## src/rtl/ahb_lite_regbank.sv

```systemverilog
// AHB-Lite slave register bank: NUM_RW read/write words followed by NUM_RO read-only
// words, HSIZE/HADDR byte-lane writes, optional wait states and two-cycle ERROR response.
module ahb_lite_regbank #(
    parameter int DATA_W      = 32,
    parameter int NUM_RW      = 6,
    parameter int NUM_RO      = 3,
    parameter int WAIT_STATES = 0,
    parameter int PRIV_ONLY   = 0
) (
    input  logic                       HCLK,
    input  logic                       HRESETn,
    input  logic                       HSEL,
    input  logic [11:0]                HADDR,
    input  logic [1:0]                 HTRANS,
    input  logic                       HWRITE,
    input  logic [2:0]                 HSIZE,
    input  logic [3:0]                 HPROT,
    input  logic [DATA_W-1:0]          HWDATA,
    input  logic                       HREADY,
    output logic                       HREADYOUT,
    output logic                       HRESP,
    output logic [DATA_W-1:0]          HRDATA,
    output logic [NUM_RW*DATA_W-1:0]   rw_regs_o,
    input  logic [NUM_RO*DATA_W-1:0]   ro_regs_i,
    output logic [NUM_RW-1:0]          wr_pulse_o,
    output logic [NUM_RO-1:0]          rd_pulse_o
);
    localparam int NB       = DATA_W / 8;
    localparam int OFS      = $clog2(NB);
    localparam int IDX_W    = 12 - OFS;
    localparam int NUM_REGS = NUM_RW + NUM_RO;

    typedef enum logic [1:0] {ST_IDLE, ST_WAIT, ST_ERR1, ST_ERR2} state_t;

    state_t            state;
    logic [2:0]        wait_cnt;
    logic              hready_q;
    logic              hresp_q;
    logic              dp_valid;
    logic              dp_write;
    logic [IDX_W-1:0]  dp_idx;
    logic [NB-1:0]     dp_be;

    logic              accept;
    logic              a_err;
    logic              free;
    logic              commit;
    logic              rd_done;
    logic [IDX_W-1:0]  a_idx;
    logic [OFS-1:0]    a_lane;
    logic [OFS-1:0]    a_mask;
    logic [NB-1:0]     a_be;
    logic [NUM_REGS-1:0]                dp_sel;
    logic [NUM_REGS-1:0][DATA_W-1:0]    rd_src;
    logic [DATA_W-1:0][NUM_REGS-1:0]    rd_col;
    logic [DATA_W-1:0]                  rd_word;
    logic              unused_ok;

    assign unused_ok = ^{HTRANS[0], HPROT};

    // Address-phase decode; only meaningful while accept is high.
    assign accept = HSEL & HREADY & HTRANS[1];
    assign a_idx  = HADDR[11:OFS];
    assign a_lane = HADDR[OFS-1:0];
    assign a_mask = OFS'((32'd1 << HSIZE) - 32'd1);
    assign a_be   = NB'(((32'd1 << (32'd1 << HSIZE)) - 32'd1) << a_lane);

    always_comb begin
        a_err = 1'b0;
        if (32'(a_idx) >= NUM_REGS)               a_err = 1'b1;
        if (int'(HSIZE) > OFS)                    a_err = 1'b1;
        if ((a_lane & a_mask) != '0)              a_err = 1'b1;
        if (HWRITE && (32'(a_idx) >= NUM_RW))     a_err = 1'b1;
        if ((PRIV_ONLY != 0) && !HPROT[1])        a_err = 1'b1;
    end

    // Cycles in which HREADYOUT is high and a new address phase may be taken.
    assign free    = (state == ST_IDLE) || (state == ST_ERR2) ||
                     ((state == ST_WAIT) && (wait_cnt == 3'd0));
    assign commit  = dp_valid & hready_q & dp_write;
    assign rd_done = dp_valid & hready_q & ~dp_write;

    always_ff @(posedge HCLK or negedge HRESETn) begin
        if (!HRESETn) begin
            state    <= ST_IDLE;
            wait_cnt <= 3'd0;
            hready_q <= 1'b1;
            hresp_q  <= 1'b0;
            dp_valid <= 1'b0;
            dp_write <= 1'b0;
            dp_idx   <= '0;
            dp_be    <= '0;
        end else if (free) begin
            if (accept) begin
                dp_write <= HWRITE;
                dp_idx   <= a_idx;
                dp_be    <= a_be;
                if (a_err) begin
                    state    <= ST_ERR1;
                    hready_q <= 1'b0;
                    hresp_q  <= 1'b1;
                    dp_valid <= 1'b0;
                end else if (WAIT_STATES > 0) begin
                    state    <= ST_WAIT;
                    wait_cnt <= 3'(WAIT_STATES);
                    hready_q <= 1'b0;
                    hresp_q  <= 1'b0;
                    dp_valid <= 1'b1;
                end else begin
                    state    <= ST_IDLE;
                    hready_q <= 1'b1;
                    hresp_q  <= 1'b0;
                    dp_valid <= 1'b1;
                end
            end else begin
                state    <= ST_IDLE;
                hready_q <= 1'b1;
                hresp_q  <= 1'b0;
                dp_valid <= 1'b0;
            end
        end else if (state == ST_ERR1) begin
            state    <= ST_ERR2;
            hready_q <= 1'b1;
            hresp_q  <= 1'b1;
        end else begin
            wait_cnt <= wait_cnt - 3'd1;
            if (wait_cnt == 3'd1) hready_q <= 1'b1;
        end
    end

    assign HREADYOUT = hready_q;
    assign HRESP     = hresp_q;

    for (genvar g = 0; g < NUM_REGS; g++) begin : g_sel
        assign dp_sel[g] = (dp_idx == IDX_W'(g));
    end

    for (genvar k = 0; k < NUM_RW; k++) begin : g_rw
        for (genvar b = 0; b < NB; b++) begin : g_byte
            logic [7:0] byte_q;
            always_ff @(posedge HCLK or negedge HRESETn) begin
                if (!HRESETn)                            byte_q <= '0;
                else if (commit && dp_sel[k] && dp_be[b]) byte_q <= HWDATA[8*b +: 8];
            end
            assign rw_regs_o[k*DATA_W + 8*b +: 8] = byte_q;
        end
        logic pulse_q;
        always_ff @(posedge HCLK or negedge HRESETn) begin
            if (!HRESETn) pulse_q <= 1'b0;
            else          pulse_q <= commit & dp_sel[k];
        end
        assign wr_pulse_o[k] = pulse_q;
        assign rd_src[k]     = rw_regs_o[k*DATA_W +: DATA_W];
    end

    for (genvar j = 0; j < NUM_RO; j++) begin : g_ro
        logic pulse_q;
        always_ff @(posedge HCLK or negedge HRESETn) begin
            if (!HRESETn) pulse_q <= 1'b0;
            else          pulse_q <= rd_done & dp_sel[NUM_RW+j];
        end
        assign rd_pulse_o[j]       = pulse_q;
        assign rd_src[NUM_RW + j]  = ro_regs_i[j*DATA_W +: DATA_W];
    end

    // One-hot AND-OR read mux over all registers.
    for (genvar bb = 0; bb < DATA_W; bb++) begin : g_rbit
        for (genvar g = 0; g < NUM_REGS; g++) begin : g_rrow
            assign rd_col[bb][g] = dp_sel[g] & rd_src[g][bb];
        end
        assign rd_word[bb] = |rd_col[bb];
    end

    assign HRDATA = (dp_valid && !dp_write) ? rd_word : '0;

endmodule

```

## config.mk

```make
export PLATFORM = sky130hd
export DESIGN_NAME = ahb_lite_regbank
export DESIGN_NICKNAME = d
export VERILOG_FILES = /design/src/rtl/ahb_lite_regbank.sv
export SDC_FILE = /design/constraint.sdc
export NUM_CORES = 1
export LEC_CHECK = 0
export ABC_AREA = 1
export ABC_CLOCK_PERIOD_IN_PS = 3850
export BUFFER_PORTS_ARGS = -buffer_cell sky130_fd_sc_hd__buf_2
export CAP_MARGIN = 20
export CORE_ASPECT_RATIO = 0.8
export CORE_MARGIN = 1.5
export CORE_UTILIZATION = 25
export CTS_CLUSTER_DIAMETER = 30
export CTS_CLUSTER_SIZE = 16
export DETAILED_ROUTE_END_ITERATION = 12
export SYNTH_ARGS = -nofsm -noshare
export SYNTH_HDL_FRONTEND = slang
export SYNTH_SLANG_ARGS = --single-unit
```

## constraint.sdc

```tcl
create_clock -name HCLK -period 3.85 [get_ports HCLK]
set_input_delay 0.5775 -clock HCLK [delete_from_list [all_inputs] [get_ports HCLK]]
set_output_delay 0.5775 -clock HCLK [all_outputs]
set_load 0.01 [all_outputs]
```

# [After elaboration in Yosys (flattened, before gate mapping)]
# Index checks and enable logic that the tools add are counted.
[totals] ff_bits=224 latchBits=0 mem_bits_rw=0 mem_bits_ro=0 inputBits=154 out_inout_bits=235 wordCells=463 n_memories=0
[op_classes] add_sub_neg=3 mul=0 div=0 order_cmp=3 n_eq_ne=12 shift=3 mux=19 bitwise_logic=306 n_reduce_logical=76
[op_table] operator="$and 1x1->1" n=302
[op_table] operator="$reduce_or 9->1" n=32
[op_table] operator="$eq 10x3->1 const B" n=4
[op_table] operator="$logic_and 1x1->1" n=33
[op_table] operator="$mux 32" n=1
[op_table] operator="$shl 1x3->32 const A" n=1
[op_table] operator="$shl 1x32->32 const A" n=1
[op_table] operator="$shl 32x2->4" n=1
[op_table] operator="$sub 32x1->32 const B" n=1
[op_table] operator="$eq 10x2->1 const B" n=2
[op_table] operator="$mux 1" n=14
[op_table] operator="$eq 10x1->1 const B" n=1
[op_table] operator="$eq 10x4->1 const B" n=1
[op_table] operator="$ge 10x3->1 const B" n=1
[op_table] operator="$ge 10x4->1 const B" n=1
[op_table] operator="$logic_not 10->1" n=1
[op_table] operator="$mux 2" n=4
[op_table] operator="$eq 2x2->1 const B" n=2
[op_table] operator="$reduce_and 2->1" n=2
[op_table] operator="$reduce_bool 2->1" n=2
[op_table] operator="$eq 3x1->1 const B" n=1
[op_table] operator="$gt 3x2->1 const B" n=1
[op_table] operator="$logic_not 3->1" n=1
[op_table] operator="$not 1->1" n=3
[op_table] operator="other kinds (8)" n=9

# [Longest topological paths before layout]
# Gate-level depths: netlist of the first run.
[depth] word_depth=9 mapped_depth=12 depth_no_buf=10

# [Worst setup path before layout of the first run]
# Ideal clock, no wire load.
[synth_path] path_kind="register to output" start="register dp_idx[3]" end="output port HRDATA[17]" arrival_time_ps=1497 required_ps=3273 slack_ps=1775 path_stages_with_launch=11 path_buffers=3 path_cell_list="dfrtp_1 nor2_4 buf_2 buf_4 buf_2 nand3_1 nand2_1 inv_1 nand3_1 nand2_1 inv_1"
[synth_between] elab_chain_len=4 elab_cells_between_ends=20 classes_between="eq/ne: 8; mux: 1; bitwise: 9; reduce/logical: 2"
[synth_lines] element="start, declared" line_no="41" source="logic [IDX_W-1:0] dp_idx;"
[synth_lines] element="start signal, assigned" line_no="96" source="dp_idx <= a_idx;"
[synth_lines] element="$eq 10x1->1 (tied with other cells)" line_no="135" source="assign dp_sel[g] = (dp_idx == IDX_W'(g));"
[synth_lines] element="$and 1x1->1" line_no="169" source="assign rd_col[bb][g] = dp_sel[g] & rd_src[g][bb];"
[synth_lines] element="$reduce_or 9->1 *" line_no="171" source="assign rd_word[bb] = |rd_col[bb];"
[synth_lines] element="$mux 32 *" line_no="174" source="assign HRDATA = (dp_valid && !dp_write) ? rd_word : '0;"
[synth_lines] element="end, declared" line_no="22" source="output logic [DATA_W-1:0] HRDATA,"
# Every way passes the cells marked *; elsewhere a longest branch is shown, timed or not.

# [Final worst setup path of the first run]
[layout_path] start="register dp_idx[5]" end="output port HRDATA[0]"
# The elaborated chain is that of the path after synthesis.

==> results of run 1 <==
per-stage QoR:
| step | util (%) | power, mW | cells |
|---|---|---|---|
| 2_1_floorplan | - | 3.09 | 1541 |
| 3_3_place_gp | 30.8 | 3.53 | 2458 |
| 3_5_place_dp | 30.8 | 3.55 | 2458 |
| 4_1_cts | 36.1 | 9.50 | 2580 |
| 5_1_grt | 36.1 | 9.77 | 2580 |
| 6_report | 36.1 | 9.39 | 2581 |
logic make-up after synthesis:
logic type               count (synthesis)  share of synthesized area [%]
AO/OA/AOI/OAI                          206                           9.86
XOR/XNOR                                 2                          0.149
adder cells (fa/ha/maj)                  5                          0.533
buffers and inverters                  244                           9.10
flip-flops                             223                           47.6
multiplexers                             1                         0.0853
AND/OR/NAND/NOR                        860                           32.7
state kept, by name (all words and copies together) (netlist names):
| name | cells |
|---|---|
| HREADYOUT | 1 |
| dp_be | 4 |
| dp_idx | 10 |
| dp_valid | 1 |
| dp_write | 1 |
| g_ro.pulse_q | 3 |
| g_rw.g_byte.byte_q | 192 |
| g_rw.pulse_q | 6 |
| state | 2 |
| wait_cnt | 3 |
report_power, final:
part	total (mW)	internal [mW]	switching (mW)
logic	1.01	0.256	0.753
registers	2.51	2.41	0.0936
clock network	5.88	4.29	1.59
total	9.39	6.96	2.44
how the worst min path moves through the flow:
| stage | from | to | slack [ns] | depth (start not counted) |
|---|---|---|---|---|
| after floorplan | HRESETn | dp_be[0] | 0.28 | 0 |
| after global placement | dp_idx[6] | dp_idx[6] | 0.46 | 2 |
| after detailed placement | dp_idx[6] | dp_idx[6] | 0.46 | 2 |
| after CTS | HRESETn | g_rw[4].g_byte[0].byte_q[4] | 0.01 | 1 |
| after global routing | HRESETn | g_rw[1].g_byte[0].byte_q[3] | 0.03 | 1 |
| final | HRESETn | g_rw[1].g_byte[0].byte_q[3] | 0.02 | 1 |
placed cells by master, fill, tap and decap left out, types with 5 or more instances in the layout:
| cell type | count |
|---|---|
| clkbuf_8 | 9 |
| nand3_1 | 292 |
| clkbuf_16 | 69 |
| ha_1 | 5 |
| nand2_2 | 14 |
| nand2_4 | 13 |
| clkbuf_1 | 13 |
| buf_2 | 382 |
| dfrtp_1 | 222 |
| clkinv_2 | 12 |
| o21ai_2 | 32 |
| nor2_1 | 117 |
| buf_4 | 11 |
| nor2_4 | 12 |
| bufinv_16 | 13 |
| buf_12 | 7 |
| o21ai_0 | 96 |
| o21ai_1 | 72 |
| nand2_1 | 403 |
| inv_1 | 147 |
layer usage:
metal,wire length [µm],vias to the layer above
met5,10,-
met4,1510,2
met3,4060,112
met2,22600,587
met1,21200,5792
li1,-,5746
final cells by class:
class                      instances  area share [%]
sequential                       223            33.6
multi-input combinational       1074            30.9
timing repair buffer             401            13.0
clock buffer                      91            11.4
tap                              612            4.61
inverter                         148            3.35
clock inverter                    31            3.11
antenna                            1          0.0151
==> metrics.md, run 1 <==
| Metric | Value |
|---|---|
| Met1 Use GR | 26.2% |
| CTS Buf Count | 67 |
| Mapped Cells | 1541 |
| CTS clk-pin slew, worst paths | 0.04 ns |
| Starting density of the core | 25.5% |
| Initial antenna violation count | 5 |
| Syn_area_per_cell | 7.62 µm² |
| Count of final hold-check violations | 0 |
| Slew Viols, Final | 0 |
| Row count | 70 |
| Vias in the first global route | 12.1k |
| Post-CTS Setup Inserts | 0 |
| RSZ-0062 raised after global routing | false |
| Count leader, synth | nand2_1 |
| Met2 global-route usage | 32.6% |
| Total Wirelength | 49.4 mm |
| Clock sink count | 223 |
| Worst-margin pin slew | 1.06 ns |
| Tcrit/Tclk final | 89.9% |
| CTS H-tree lvls | 3 |
| Shortest period the worst path allows | 3.46 ns |
| Pre-Repair DR Iteration Count | 7 |
| Sequential fraction of the synthesis area | 47.6% |
| Tightest Hold Check Type | in -> async |
| Root Buffer | clkbuf_16 |
| Crit-path slowest cell | nor2_4 |
| Beginning of the critical path | dp_idx[5] |
| Initial drt markers | 776 |
| Pwr/cell area | 566 nW/µm² |
| DP Wirelength | 33.6 mm |
| Startpoint Class | register |
| Slew margin rel. | 29.4% |
| R2r worst-path depth | 8 |
| Die X | 245 µm |
| Sequential cell area | 5580 µm² |
| Clk_skew | 0.0232 ns |
| Total GRT Usage | 20.5% |
| Yosys reg bits | 223 |
| RR Endpoint | g_rw[2].g_byte[0].byte_q[2] |
| Syn Nets | 1700 |
| DR WL/cell | 19.2 µm |
| Critical path depth | 11 |
| Routed Antenna Nets | 0 |
| Max Fanout on Critical Path | 30 |
| CORE AREA | 46000 µm² |
| Grt met3 use | 5.62% |
| Pre-CTS setup slack | 0.913 ns |
| CTS Buffer Depth | 3 |
| Vias per cell | 4.74 |
| Share of flip-flops with an asynchronous set or reset after synthesis | 100% |
| PostCTS Resize Cnt | 0 |
| EDFF count, synth | 0 |
| Multi-input logic area | 5120 µm² |
| Status | complete, no violations |
| CP Cell Sequence | nor2_1 -> nand2_2 -> nor2_4 -> buf_4 -> nand3_1 -> nand2_1 -> nor2_1 -> nand3_1 -> nand2_1 -> inv_1 -> buf_2 |
| Max cap viols | 0 |
| Largest net degree at the start of global routing | 113 |
| Remaining Overflow, GRT | 0 |
| Final setup violation count | 0 |
| # hold bufs at CTS | 0 |
| DR vias | 12.2k |
| First-pass GRT wire length | 74.1 mm |
| CP required | 3.27 ns |
| CP top delay family | simple AND/OR/NAND/NOR gates |
| Area contributors post-synth | dfrtp_1, nand2_1, nand3_1, inv_1, o21ai_0 |
| CP Class | reg -> out |
| Die Height | 197 µm |
| Buffers on Ports | 383 |
| FF-to-FF setup slack | 1.11 ns |
| Synth unique cells | 31 |
| WHS | 0.0216 ns |
| Cell taking the most area after synthesis | dfrtp_1 |
| Share of layout cells above drive strength 1 | 29.9% |
| Clock Latency Late Sink | 0.57 ns |
| Final setup margin | 0.389 ns |
| Syn-to-layout area delta | 41.4% |
| Placed Area | 14200 µm² |
| DRC viols | 0 |
| # nets final | 2074 |
| Max VDD drop | 0.000255 V |
| GRT Max-Usage Layer | met2 |
| Most frequent cells after synthesis | nand2_1, nand3_1, dfrtp_1, inv_1, nor2_1 |
| CP Capture Type | primary output |
| Yosys top cell area share | 47.3% |
| Worst r2r src | dp_idx[5] |
| I/O pins | 389 |
| Finished Cell Area | 16600 µm² |
| Yosys warnings | 0 |
| Slowest stage delay, CP | 0.53 ns |
| FILL cells | 4772 |
| Crit path capture | HRDATA[0] |
| Main synth FF type | dfrtp_1 |
| Buf/Inv on CP | 3 |
| WP data arrival | 2.88 ns |
| RePlAce Congestion | 0.903 |
| Synth Cell Area | 11700 µm² |
| Peak Freq | 289 MHz |
| Total Neg Setup Slack | 0 ns |
| TritonCTS clock tree | yes |
| Die ar. | 48300 µm² |
| Cell leakage power | 9.06 nW |
Power figures use the tool's default switching activity.
==> inputs of run 2 (changes only) <==
- CORE_ASPECT_RATIO: 0.8 -> 0.5
- CORE_UTILIZATION: 25 -> 55
- PLACE_DENSITY: not set -> 0.86
==> metrics.md, run 2 (synthesis results as in run 1) <==
| Metric | Value |
|---|---|
| Max Fanout on Critical Path | 36 |
| Tcrit/Tclk final | 85.9% |
| Count of final hold-check violations | 0 |
| Worst-margin pin slew | 0.736 ns |
| WP data arrival | 2.73 ns |
| Buffers on Ports | 383 |
| R2r worst-path depth | 9 |
| Initial drt markers | 1408 |
| Net Sw Frac | 29.8% |
| Slowest stage delay, CP | 0.48 ns |
| Peak Freq | 302 MHz |
| Largest registers | g_rw.g_byte.byte_q (192), dp_idx (10), g_rw.pulse_q (6) |
| Post-CTS Setup Inserts | 0 |
| Largest register FFs | 192 |
| Clk_skew | 0.0150 ns |
| PostCTS Resize Cnt | 0 |
| DRC viols | 0 |
| Remaining Overflow, GRT | 0 |
| Slew margin rel. | 50.8% |
| Most frequent cells in the layout | nand2_1, buf_2, nand3_1, dfrtp_1, inv_1 |
| FILL cells | 1700 |
| I/O pins | 389 |
| CP required | 3.27 ns |
| Most common cell after layout, fill and taps aside | nand2_1 |
| Die Height | 106 µm |
| Max VDD drop | 0.000361 V |
| Biggest register | g_rw.g_byte.byte_q |
| Max cap viols | 0 |
| First-pass GRT wire length | 60.9 mm |
| Routed Antenna Nets | 0 |
| CP Class | reg -> out |
| Starting density of the core | 56.6% |
| Cell leakage power | 8.43 nW |
| Clock Latency Late Sink | 0.56 ns |
| DP Wirelength | 26.5 mm |
| RePlAce Congestion | 0.920 |
| Vias per cell | 5.63 |
| Beginning of the critical path | dp_idx[7] |
| Root Buffer | clkbuf_16 |
| Total Wirelength | 39.6 mm |
| Pre-Repair DR Iteration Count | 6 |
| CP Cell Sequence | nor2_1 -> nand2_2 -> nor2_4 -> buf_4 -> nand3_1 -> nand2_1 -> nor2_1 -> nand3_1 -> nand2_1 -> inv_1 -> buf_2 |
| Crit path capture | HRDATA[24] |
| TritonCTS clock tree | yes |
| Slew Viols, Final | 0 |
| CTS H-tree lvls | 1 |
| Die ar. | 22300 µm² |
| Pint | 4.62 mW |
| Share of layout cells above drive strength 1 | 28.2% |
| DR vias | 12.3k |
| Combinational Power Share | 14.8% |
| Total Neg Setup Slack | 0 ns |
| # nets final | 2041 |
| Crit-path slowest cell | buf_4 |
| CORE AREA | 20700 µm² |
| CP Capture Type | primary output |
| Largest net degree at the start of global routing | 98 |
| Status | complete, no violations |
| Row count | 37 |
| RSZ-0062 raised after global routing | false |
| Startpoint Class | register |
| DR WL/cell | 18.1 µm |
| Worst r2r src | dp_idx[7] |
| CTS Buffer Depth | 3 |
| Overall power | 6.58 mW |
| Seq pwr share | 38.0% |
| Tightest Hold Check Type | in -> async |
| Initial antenna violation count | 2 |
| Die X | 210 µm |
| Switching power | 1.96 mW |
| CTS Buf Count | 31 |
| Vias in the first global route | 11.2k |
| Total GRT Usage | 35.1% |
| Syn-to-layout area delta | 27.0% |
| # hold bufs at CTS | 0 |
| RR Endpoint | g_rw[2].g_byte[0].byte_q[1] |
| Final setup violation count | 0 |
| Shortest period the worst path allows | 3.31 ns |
| Pwr/cell area | 442 nW/µm² |
| Clock network power share | 47.2% |
| Clock sink count | 223 |
| CTS clk-pin slew, worst paths | 0.05 ns |
| FF-to-FF setup slack | 1.56 ns |
[run 2: layer usage]
layer,vias up,part of all wire (%),global-route usage [%]
met5,-,0,0
met2,679,45,55.0
met4,0,3.8,13.5
li1,5654,-,-
met1,5816,41,47.6
met3,134,10,8.57
[run 2: area by class of cell]
cell class | instances | area [µm²] | area share [%]
Tap cell | 273 | 342 | 2.29
Clock buffer | 36 | 815 | 5.47
Timing Repair Buffer | 404 | 2170 | 14.6
Inverter | 148 | 556 | 3.73
Antenna cell | 2 | 5.00 | 0.0336
Sequential cell | 223 | 5580 | 37.5
Clock inverter | 22 | 315 | 2.12
Multi-Input combinational cell | 1074 | 5120 | 34.3
[run 2: critical path: cells and delay by family (launching register included)]
family | cells | cell delay (ns)
buffers and inverters | 3 | 0.72
DFF | 1 | 0.38
and+or+nand+nor | 8 | 1.07
[run 2: through the flow]
stage	instances	util, %	instance area [µm²]	hold WS, ns	worst slack (ns)
floorplan	1541	-	11700	0.282	1.78
global placement	2122	66.4	13800	0.456	1.14
detailed placement	2122	66.4	13800	0.467	1.14
CTS	2180	71.8	14900	0.0721	0.544
global route	2182	71.9	14900	0.106	0.382
finish	2182	71.9	14900	0.0674	0.543
[run 2: power groups by stage]
stage	Clock, mW	Sequential (mW)	Combinational [mW]
after CTS	3.12	2.50	0.950
after global routing	3.23	2.51	1.05
after detailed placement	0	2.54	0.942
final	3.10	2.50	0.977
after floorplan	0	2.52	0.573
after global placement	0	2.54	0.924
[run 2: worst min path at each step]
stage / cells past startpoint / slack (ns) / startpoint / end
6_report: 1 / 0.07 / HRESETn / g_rw[5].g_byte[3].byte_q[3]
5_1_grt: 1 / 0.11 / HRESETn / g_rw[5].g_byte[3].byte_q[3]
4_1_cts: 1 / 0.07 / HRESETn / g_rw[3].g_byte[2].byte_q[3]
3_5_place_dp: 2 / 0.47 / dp_idx[6] / dp_idx[6]
3_3_place_gp: 2 / 0.46 / dp_idx[5] / dp_idx[5]
2_1_floorplan: 0 / 0.28 / HRESETn / dp_be[0]
